$ cat config.mk
export PLATFORM = sky130hd
export DESIGN_NAME = csi_tx_packetizer_flat
export DESIGN_NICKNAME = d
export VERILOG_FILES = /design/src/rtl/csi_pkg.sv /design/src/rtl/csi_tx_packetizer_if.sv /design/src/rtl/csi_crc16_2b.sv /design/src/rtl/csi_tx_packetizer.sv /design/src/flat_wrapper.sv
export SDC_FILE = /design/constraint.sdc
export NUM_CORES = 1
export LEC_CHECK = 0
export ABC_AREA = 1
export CORE_ASPECT_RATIO = 1.2
export CORE_MARGIN = 2
export CORE_UTILIZATION = 40
export CTS_CLUSTER_DIAMETER = 30
export DETAILED_ROUTE_END_ITERATION = 7
export DONT_BUFFER_PORTS = 1
export SYNTH_ARGS = -nofsm -noshare
export SYNTH_HDL_FRONTEND = slang
export SYNTH_SLANG_ARGS = --single-unit
$ cat constraint.sdc
create_clock -name clk -period 1.65 [get_ports clk]
set_input_delay 0.33 -clock clk [delete_from_list [all_inputs] [get_ports clk]]
set_output_delay 0.33 -clock clk [all_outputs]
set_load 0.05 [all_outputs]
$ cat src/rtl/csi_pkg.sv
// rtl/csi_pkg.sv - shared CSI-2 framing types, constants and header ECC
package csi_pkg;

  typedef enum logic [2:0] {
    ST_IDLE,
    ST_SYNC,
    ST_HDR0,
    ST_HDR1,
    ST_PAYLOAD,
    ST_FOOTER,
    ST_GAP
  } csi_state_e;

  localparam logic [7:0] SYNC_BYTE    = 8'hB8;
  localparam logic [5:0] SHORT_DT_MAX = 6'h0F;
  localparam logic [5:0] DT_FS        = 6'h00;
  localparam logic [5:0] DT_FE        = 6'h01;
  localparam logic [5:0] DT_RAW8      = 6'h2A;

  // Header Hamming parity over D0..D23, D0 = DI[0], D23 = WC_hi[7]
  function automatic logic [5:0] csi_ecc(input logic [23:0] d);
    logic [5:0] p;
    p[0] = d[0]^d[1]^d[2]^d[4]^d[5]^d[7]^d[10]^d[11]^d[13]^d[16]^d[20]^d[21]^d[22]^d[23];
    p[1] = d[0]^d[1]^d[3]^d[4]^d[6]^d[8]^d[10]^d[12]^d[14]^d[17]^d[20]^d[21]^d[22]^d[23];
    p[2] = d[0]^d[2]^d[3]^d[5]^d[6]^d[9]^d[11]^d[12]^d[15]^d[18]^d[20]^d[21]^d[22];
    p[3] = d[1]^d[2]^d[3]^d[7]^d[8]^d[9]^d[13]^d[14]^d[15]^d[19]^d[20]^d[21]^d[23];
    p[4] = d[4]^d[5]^d[6]^d[7]^d[8]^d[9]^d[16]^d[17]^d[18]^d[19]^d[20]^d[22]^d[23];
    p[5] = d[10]^d[11]^d[12]^d[13]^d[14]^d[15]^d[16]^d[17]^d[18]^d[19]^d[21]^d[22]^d[23];
    return p;
  endfunction

endpackage

$ cat src/rtl/csi_tx_packetizer_if.sv
// rtl/csi_tx_packetizer_if.sv - command, payload and lane output bundle of the CSI-2 TX framer
interface csi_tx_packetizer_if;
  logic        cmd_valid;
  logic        cmd_ready;
  logic [1:0]  cmd_vc;
  logic [5:0]  cmd_dt;
  logic [15:0] cmd_wc;
  logic [15:0] pay_data;
  logic        pay_valid;
  logic        pay_ready;
  logic [15:0] dout;
  logic        dout_valid;
  logic        dout_last;

  modport master (
    output cmd_valid, cmd_vc, cmd_dt, cmd_wc, pay_data, pay_valid,
    input  cmd_ready, pay_ready, dout, dout_valid, dout_last
  );

  modport slave (
    input  cmd_valid, cmd_vc, cmd_dt, cmd_wc, pay_data, pay_valid,
    output cmd_ready, pay_ready, dout, dout_valid, dout_last
  );
endinterface

$ cat src/rtl/csi_crc16_2b.sv
// rtl/csi_crc16_2b.sv - reflected CRC-16 (0x8408) over two bytes per cycle, low byte first
module csi_crc16_2b (
  input  logic        clk,
  input  logic        reset,
  input  logic        init,
  input  logic        en,
  input  logic [15:0] data,
  output logic [15:0] crc
);

  // Bit-serial LSB-first update; data[7:0] is consumed before data[15:8]
  function automatic logic [15:0] crc_step(input logic [15:0] c, input logic [15:0] d);
    logic [15:0] r;
    r = c;
    for (int i = 0; i < 16; i++) begin
      if (r[0] ^ d[i]) r = (r >> 1) ^ 16'h8408;
      else             r = r >> 1;
    end
    return r;
  endfunction

  // CRC register: seed on init, fold in one payload word per enabled cycle
  always_ff @(posedge clk or negedge reset) begin
    if (!reset)    crc <= 16'hFFFF;
    else if (init) crc <= 16'hFFFF;
    else if (en)   crc <= crc_step(crc, data);
  end

endmodule

$ cat src/rtl/csi_tx_packetizer.sv
// rtl/csi_tx_packetizer.sv - CSI-2 2-lane TX framer (sync, header+ECC, payload, CRC footer); CSI_TX_CRC_EN enables the footer CRC
module csi_tx_packetizer
  import csi_pkg::*;
#(
  parameter int GAP_CYCLES = 8
) (
  input  logic              clk,
  input  logic              reset,
  csi_tx_packetizer_if.slave bus,
  output logic              busy,
  output logic              err_odd_wc,
  output logic              err_underrun
);

  localparam int GW = $clog2(GAP_CYCLES + 1);

  csi_state_e    state_q, state_d;
  logic [GW-1:0] gap_q, gap_d;
  logic [14:0]   rem_q, rem_d;
  logic [1:0]    vc_q;
  logic [5:0]    dt_q;
  logic [15:0]   wc_q;
  logic          cmd_fire, cmd_take, is_short, is_odd_long;
  logic [7:0]    di, ecc_byte;
  logic [15:0]   pay_word, footer;
  logic [15:0]   dout_d;
  logic          valid_d, last_d, odd_d, und_d;

  assign di          = {vc_q, dt_q};
  assign ecc_byte    = {2'b00, csi_ecc({wc_q, di})};
  assign is_short    = (dt_q <= SHORT_DT_MAX);
  // Held low during reset so every output reads 0 while reset is asserted
  assign bus.cmd_ready = reset && (state_q == ST_IDLE) && (gap_q == '0);
  assign cmd_fire    = bus.cmd_valid && bus.cmd_ready;
  assign is_odd_long = (bus.cmd_dt > SHORT_DT_MAX) && bus.cmd_wc[0];
  // High exactly when the next dout word is payload
  assign bus.pay_ready = ((state_q == ST_HDR1) && !is_short && (wc_q != 16'h0000)) ||
                         ((state_q == ST_PAYLOAD) && (rem_q != '0));
  // A missing word still occupies its slot as zeros, and the CRC sees those zeros
  assign pay_word    = bus.pay_valid ? bus.pay_data : 16'h0000;
  assign busy        = (state_q != ST_IDLE) || (gap_q != '0);

`ifdef CSI_TX_CRC_EN
  logic [15:0] crc;
  logic        crc_init;

  // Seeded on entry to HDR1 so a zero-length packet carries 0xFFFF
  assign crc_init = (state_d == ST_HDR1);

  csi_crc16_2b u_crc (
    .clk   (clk),
    .reset (reset),
    .init  (crc_init),
    .en    (bus.pay_ready),
    .data  (pay_word),
    .crc   (crc)
  );

  assign footer = crc;
`else
  assign footer = 16'h0000;
`endif

  // Next state, counters and the word to register onto the lanes
  always_comb begin
    state_d  = state_q;
    gap_d    = gap_q;
    rem_d    = rem_q;
    cmd_take = 1'b0;
    odd_d    = 1'b0;
    dout_d   = 16'h0000;
    valid_d  = 1'b0;
    last_d   = 1'b0;
    und_d    = 1'b0;
    unique case (state_q)
      ST_IDLE: begin
        if (cmd_fire) begin
          if (is_odd_long) begin
            odd_d = 1'b1;
          end else begin
            cmd_take = 1'b1;
            state_d  = ST_SYNC;
          end
        end
      end
      ST_SYNC: state_d = ST_HDR0;
      ST_HDR0: state_d = ST_HDR1;
      ST_HDR1: begin
        if (is_short) begin
          state_d = ST_GAP;
          gap_d   = GW'(GAP_CYCLES);
        end else if (wc_q == 16'h0000) begin
          state_d = ST_FOOTER;
        end else begin
          state_d = ST_PAYLOAD;
          rem_d   = wc_q[15:1] - 15'd1;
        end
      end
      ST_PAYLOAD: begin
        if (rem_q != '0) rem_d = rem_q - 15'd1;
        else             state_d = ST_FOOTER;
      end
      ST_FOOTER: begin
        state_d = ST_GAP;
        gap_d   = GW'(GAP_CYCLES);
      end
      ST_GAP: begin
        gap_d = gap_q - 1'b1;
        if (gap_q <= GW'(1)) state_d = ST_IDLE;
      end
      default: state_d = ST_IDLE;
    endcase

    case (state_d)
      ST_SYNC:    begin dout_d = {SYNC_BYTE, SYNC_BYTE}; valid_d = 1'b1; end
      ST_HDR0:    begin dout_d = {wc_q[7:0], di};        valid_d = 1'b1; end
      ST_HDR1:    begin dout_d = {ecc_byte, wc_q[15:8]}; valid_d = 1'b1; last_d = is_short; end
      ST_PAYLOAD: begin dout_d = pay_word; valid_d = 1'b1; und_d = !bus.pay_valid; end
      ST_FOOTER:  begin dout_d = footer;   valid_d = 1'b1; last_d = 1'b1; end
      default:    ;
    endcase
  end

  // State register
  always_ff @(posedge clk or negedge reset) begin
    if (!reset) state_q <= ST_IDLE;
    else        state_q <= state_d;
  end

  // Counters, latched command and registered lane/error outputs
  always_ff @(posedge clk or negedge reset) begin
    if (!reset) begin
      gap_q          <= '0;
      rem_q          <= '0;
      vc_q           <= '0;
      dt_q           <= '0;
      wc_q           <= '0;
      bus.dout       <= '0;
      bus.dout_valid <= 1'b0;
      bus.dout_last  <= 1'b0;
      err_odd_wc     <= 1'b0;
      err_underrun   <= 1'b0;
    end else begin
      gap_q <= gap_d;
      rem_q <= rem_d;
      if (cmd_take) begin
        vc_q <= bus.cmd_vc;
        dt_q <= bus.cmd_dt;
        wc_q <= bus.cmd_wc;
      end
      bus.dout       <= dout_d;
      bus.dout_valid <= valid_d;
      bus.dout_last  <= last_d;
      err_odd_wc     <= odd_d;
      err_underrun   <= und_d;
    end
  end

endmodule

$ cat src/flat_wrapper.sv
// flat-port wrapper written by rule: the top's interface ports become plain ports
module csi_tx_packetizer_flat import csi_pkg::*;
#(
  parameter int GAP_CYCLES = 8
)
  (clk, reset, busy, err_odd_wc, err_underrun, bus_cmd_valid, bus_cmd_vc, bus_cmd_dt, bus_cmd_wc, bus_pay_data, bus_pay_valid, bus_cmd_ready, bus_pay_ready, bus_dout, bus_dout_valid, bus_dout_last);
  csi_tx_packetizer_if bus_i ();
  input  logic clk;
  input  logic reset;
  output logic busy;
  output logic err_odd_wc;
  output logic err_underrun;
  input wire logic [$bits(bus_i.cmd_valid)-1:0] bus_cmd_valid;
  input wire logic [$bits(bus_i.cmd_vc)-1:0] bus_cmd_vc;
  input wire logic [$bits(bus_i.cmd_dt)-1:0] bus_cmd_dt;
  input wire logic [$bits(bus_i.cmd_wc)-1:0] bus_cmd_wc;
  input wire logic [$bits(bus_i.pay_data)-1:0] bus_pay_data;
  input wire logic [$bits(bus_i.pay_valid)-1:0] bus_pay_valid;
  output wire logic [$bits(bus_i.cmd_ready)-1:0] bus_cmd_ready;
  output wire logic [$bits(bus_i.pay_ready)-1:0] bus_pay_ready;
  output wire logic [$bits(bus_i.dout)-1:0] bus_dout;
  output wire logic [$bits(bus_i.dout_valid)-1:0] bus_dout_valid;
  output wire logic [$bits(bus_i.dout_last)-1:0] bus_dout_last;
  assign bus_i.cmd_valid = bus_cmd_valid;
  assign bus_i.cmd_vc = bus_cmd_vc;
  assign bus_i.cmd_dt = bus_cmd_dt;
  assign bus_i.cmd_wc = bus_cmd_wc;
  assign bus_i.pay_data = bus_pay_data;
  assign bus_i.pay_valid = bus_pay_valid;
  assign bus_cmd_ready = bus_i.cmd_ready;
  assign bus_pay_ready = bus_i.pay_ready;
  assign bus_dout = bus_i.dout;
  assign bus_dout_valid = bus_i.dout_valid;
  assign bus_dout_last = bus_i.dout_last;
  csi_tx_packetizer #(.GAP_CYCLES(GAP_CYCLES)) u_core (.clk(clk), .reset(reset), .bus(bus_i), .busy(busy), .err_odd_wc(err_odd_wc), .err_underrun(err_underrun));
endmodule
==> results of run 1 <==
## final cells by class
cell class | count | area (sq um) | area share (%)
Clock buffer | 10 | 239 | 3.50
Clock inverter | 6 | 32.5 | 0.476
Inverter | 92 | 358 | 5.24
Multi-Input combinational cell | 478 | 3190 | 46.7
Sequential cell | 66 | 1660 | 24.2
Tap cell | 132 | 165 | 2.42
Timing Repair Buffer | 115 | 1190 | 17.4
## worst max-delay path, stage by stage, from the launching register on
cell and delay, ns:
sky130_fd_sc_hd__dfrtp_1 0.40, sky130_fd_sc_hd__nor2_2 0.17, sky130_fd_sc_hd__nand2_1 0.10, sky130_fd_sc_hd__nor3_2 0.15
sky130_fd_sc_hd__nand2_1 0.14, sky130_fd_sc_hd__nand3_2 0.11, sky130_fd_sc_hd__nand2_4 0.09, sky130_fd_sc_hd__buf_12 0.16
## final timing paths
path / from / endpoint / cells after the start
setup / recovery: u_core.wc_q[11] / bus_pay_ready / 7
hold / removal: reset / u_core.bus.dout[5] / 0
setup reg to reg: u_core.state_q[1] / u_core.wc_q[15] / 10
hold reg to reg: u_core.rem_q[12] / u_core.rem_q[12] / 2
max in group asynchronous: reset / u_core.rem_q[2] / 0
min in group clk: bus_pay_valid / u_core.err_underrun / 1
## repair_timing
action                     in CTS  in global routing
buffers inserted                5                 19
setup endpoints to repair      61                 65
hold endpoints to repair       66                 66
gates cloned                    3                  9
pin swaps                       8                 39
resized for setup              75                185
## cells by family (layout without fill, tap and decap cells)
| kind of cell | count (synthesis) | after routing | share of synthesized area [%] |
|---|---|---|---|
| flip-flops | 66 | 66 | 36.8 |
| AND/OR/NAND/NOR | 371 | 373 | 36.3 |
| adder cells (fa/ha/maj) | 6 | 6 | 1.67 |
| XOR/XNOR | 24 | 24 | 4.68 |
| buffers and inverters | 108 | 223 | 10.8 |
| AO/OA/AOI/OAI | 75 | 75 | 9.72 |
## sequential cells by signal, indices dropped and copies added, names as in the netlist
register,cells
u_core.vc_q,2
u_core.gap_q,4
u_core.bus.dout,16
u_core.err_underrun,1
u_core.dt_q,6
u_core.state_q,3
u_core.err_odd_wc,1
u_core.wc_q,16
u_core.bus.dout_valid,1
u_core.bus.dout_last,1
u_core.rem_q,15
## power by group
part	internal [mW]	leakage (nW)	switching [mW]
clock	1.04	0.138	0.753
combinational	3.73	2.49	5.03
sequential	2.28	0.762	1.14
## Yosys cell counts
library cell	count
sky130_fd_sc_hd__a21oi_1	28
sky130_fd_sc_hd__a31oi_1	2
sky130_fd_sc_hd__buf_12	2
sky130_fd_sc_hd__buf_2	6
sky130_fd_sc_hd__buf_4	1
sky130_fd_sc_hd__buf_6	5
sky130_fd_sc_hd__clkbuf_1	2
sky130_fd_sc_hd__dfrtp_1	66
sky130_fd_sc_hd__ha_1	6
sky130_fd_sc_hd__inv_1	91
sky130_fd_sc_hd__inv_2	1
sky130_fd_sc_hd__nand2_1	214
sky130_fd_sc_hd__nand2_2	4
sky130_fd_sc_hd__nand2_4	2
sky130_fd_sc_hd__nand2b_1	3
sky130_fd_sc_hd__nand3_1	54
sky130_fd_sc_hd__nand3_2	1
sky130_fd_sc_hd__nand3b_1	5
sky130_fd_sc_hd__nand4_1	4
sky130_fd_sc_hd__nor2_1	65
sky130_fd_sc_hd__nor2_2	5
sky130_fd_sc_hd__nor2_4	4
sky130_fd_sc_hd__nor2_8	1
sky130_fd_sc_hd__nor3_1	4
sky130_fd_sc_hd__nor3_2	2
sky130_fd_sc_hd__nor4b_1	1
sky130_fd_sc_hd__nor4b_4	1
sky130_fd_sc_hd__o211ai_1	2
sky130_fd_sc_hd__o21ai_0	20
sky130_fd_sc_hd__o21ai_1	12
sky130_fd_sc_hd__o21ai_2	8
sky130_fd_sc_hd__o21ai_4	2
sky130_fd_sc_hd__o22ai_1	1
sky130_fd_sc_hd__or3_1	1
sky130_fd_sc_hd__xnor2_1	12
sky130_fd_sc_hd__xor2_1	12
## routing by layer
metal  up-vias  routed length, um  part of all wire (%)  GRT usage, %
li1       2257                  -                     -             -
met1      2196               5980                    39          25.9
met2       141               7640                    50          39.0
met3        56                720                   4.7          5.88
met4         0                826                   5.4          12.3
met5         -                  0                     0             0
## cell usage in the layout (no fill, tap or decap), drive strengths merged
master	synthesis	layout
xor2	12	12
o211ai	2	2
a31oi	2	2
nor3	6	6
clkinvlp	0	1
nand4	4	4
nand3	55	55
clkbuf	2	15
inv	92	92
nor4b	2	2
o21ai	42	42
dfrtp	66	66
nor2	75	75
xnor2	12	12
ha	6	6
o22ai	1	1
clkinv	0	5
nand2b	3	3
a21oi	28	28
or3	1	1
buf	14	110
nand2	220	222
nand3b	5	5
## per-stage QoR
step | instances | worst slack, ns
after CTS | 873 | -0.280
final | 899 | -0.342
after floorplan | 650 | -0.467
after global placement | 849 | -0.181
after detailed placement | 849 | -0.192
after global routing | 899 | -0.417
==> flow_summary_export.csv, run 1 <==
group,metric,value,unit
run_status,run_status,"finished, violations left",
run_status,failing_checks,"hold timing, setup timing",
floorplan,die_x,101,um
floorplan,floorplan.die.height,120,um
sta,tightest_slew,0.509,ns
global_routing,globalRoute.totalOverflow,0,
worst_setup_path,critical_path_required,1.32,ns
yosys,synth.yosys.seq_area_share,36.8,%
final_layout,fin_util,62.2,%
sta,timing_hold_violations_final,66,
sta,postLayoutSetupSlackWorst,-0.342,ns
sta,final-setup-viol-count,59,
sta,fin_crit_sh,121,%
sta,maxClockFrequency,502,MHz
clock_tree,tritoncts_clock_tree,"yes",
yosys,netlist.area_leader.share,36.8,%
placement,place_congestion,0.866,
final_layout,post_route_cells_drive_above_1_share,41.3,%
final_layout,fillerInstances,889,
sta,fin_crit,1.99,ns
placement,dp_hpwl,10200,um
sta,slew_headroom,66.1,%
drt,drtIter0Drc,237,
drt,drt_wl_total,15200,um
clock_tree,worst_skew_pair.late_latency,0.34,ns
yosys,synth.largest_area_cell,"sky130_fd_sc_hd__dfrtp_1",
worst_setup_path,worstPathArrival,1.66,ns
yosys,number_of_warnings_printed_during_yosys_synthesis,0,
worst_setup_path,critPathKind,"reg2out",
global_routing,grt_first_pass_wirelength,21100,um
worst_setup_path,reg2reg_setup_slack,-0.29,ns
placement,port-buffer-count,0,
global_routing,grt_start_max_net_pins,68,
worst_hold_path,worst_hold_check_path_type,"in2async",
clock_tree,cts.sinks,66,
final_layout,design.final.nets,812,
yosys,synth_area_leaders,"sky130_fd_sc_hd__dfrtp_1 (37%), sky130_fd_sc_hd__nand2_1 (18%), sky130_fd_sc_hd__inv_1 (7.6%)",
worst_setup_path,path_max_fanout,6,
floorplan,rows,42,
final_layout,area_growth_syn_to_layout,52.1,%
clock_tree,cts-htree-levels,3,
drt,wl_per_cell,16.9,um
power,report.power.total,14.0,mW
global_routing,initial_antenna_violation_count,0,
floorplan,start_util,40.9,%
global_routing,grt_pass1_vias,4361,
drt,length_of_the_first_detailed_routing_pass_in_iterations,5,
floorplan,design.die.area,12100,sq um
sta,grt_setup_unrepaired,"true",
yosys,synthesized_nets,700,
global_routing,grt_usage,22.9,%
worst_setup_path,crit_path_end_kind,"primary output",
yosys,synthesis.instances,650,
final_layout,fin_area,6830,sq um
drt,route.detailed.drc,0,
sta,hold_ws,-0.316,ns
clock_tree,ctsLongestPathBuffers,2,
floorplan,core-area,11000,sq um
drt,drt.antenna.violating_nets,0,
sta,clock_skew,0.00563,ns
yosys,syn-cell-area,4490,sq um
power,leakagePower,3.39,nW
yosys,synth_area_per_cell,6.91,sq um
power,peak_supply_drop,739,uV
sta,report.final.slew_viol_count,0,
final_layout,antenna_cells,0,
clock_tree,clk_pin_slew_worst_paths,0.06,ns
placement,post_dp_cell_area,5210,sq um
worst_setup_path,element_type_at_the_critical_path_start,"flip-flop",
sta,setup_tns,-11.46,ns
drt,dr_total_vias,4650,
drt,vias_per_cell,5.17,
clock_tree,clk_root_buffer_cell,"sky130_fd_sc_hd__clkbuf_16",
flow_run,max-cap-violations,0,
power,power_density,2040,nW/um^2
yosys,yosys.cell_types.count,36,
clock_tree,cts_buffers,9,
yosys,synth.ff_latch_count,66,
floorplan,io-pin-count,67,
No activity file was read; power rests on OpenSTA's default activity.
==> inputs of run 2 (changes only) <==
RECOVER_POWER = 25   (was not set)
==> results of run 2 <==
No change in the layout: final DEF, timing and power equal those of run 1.
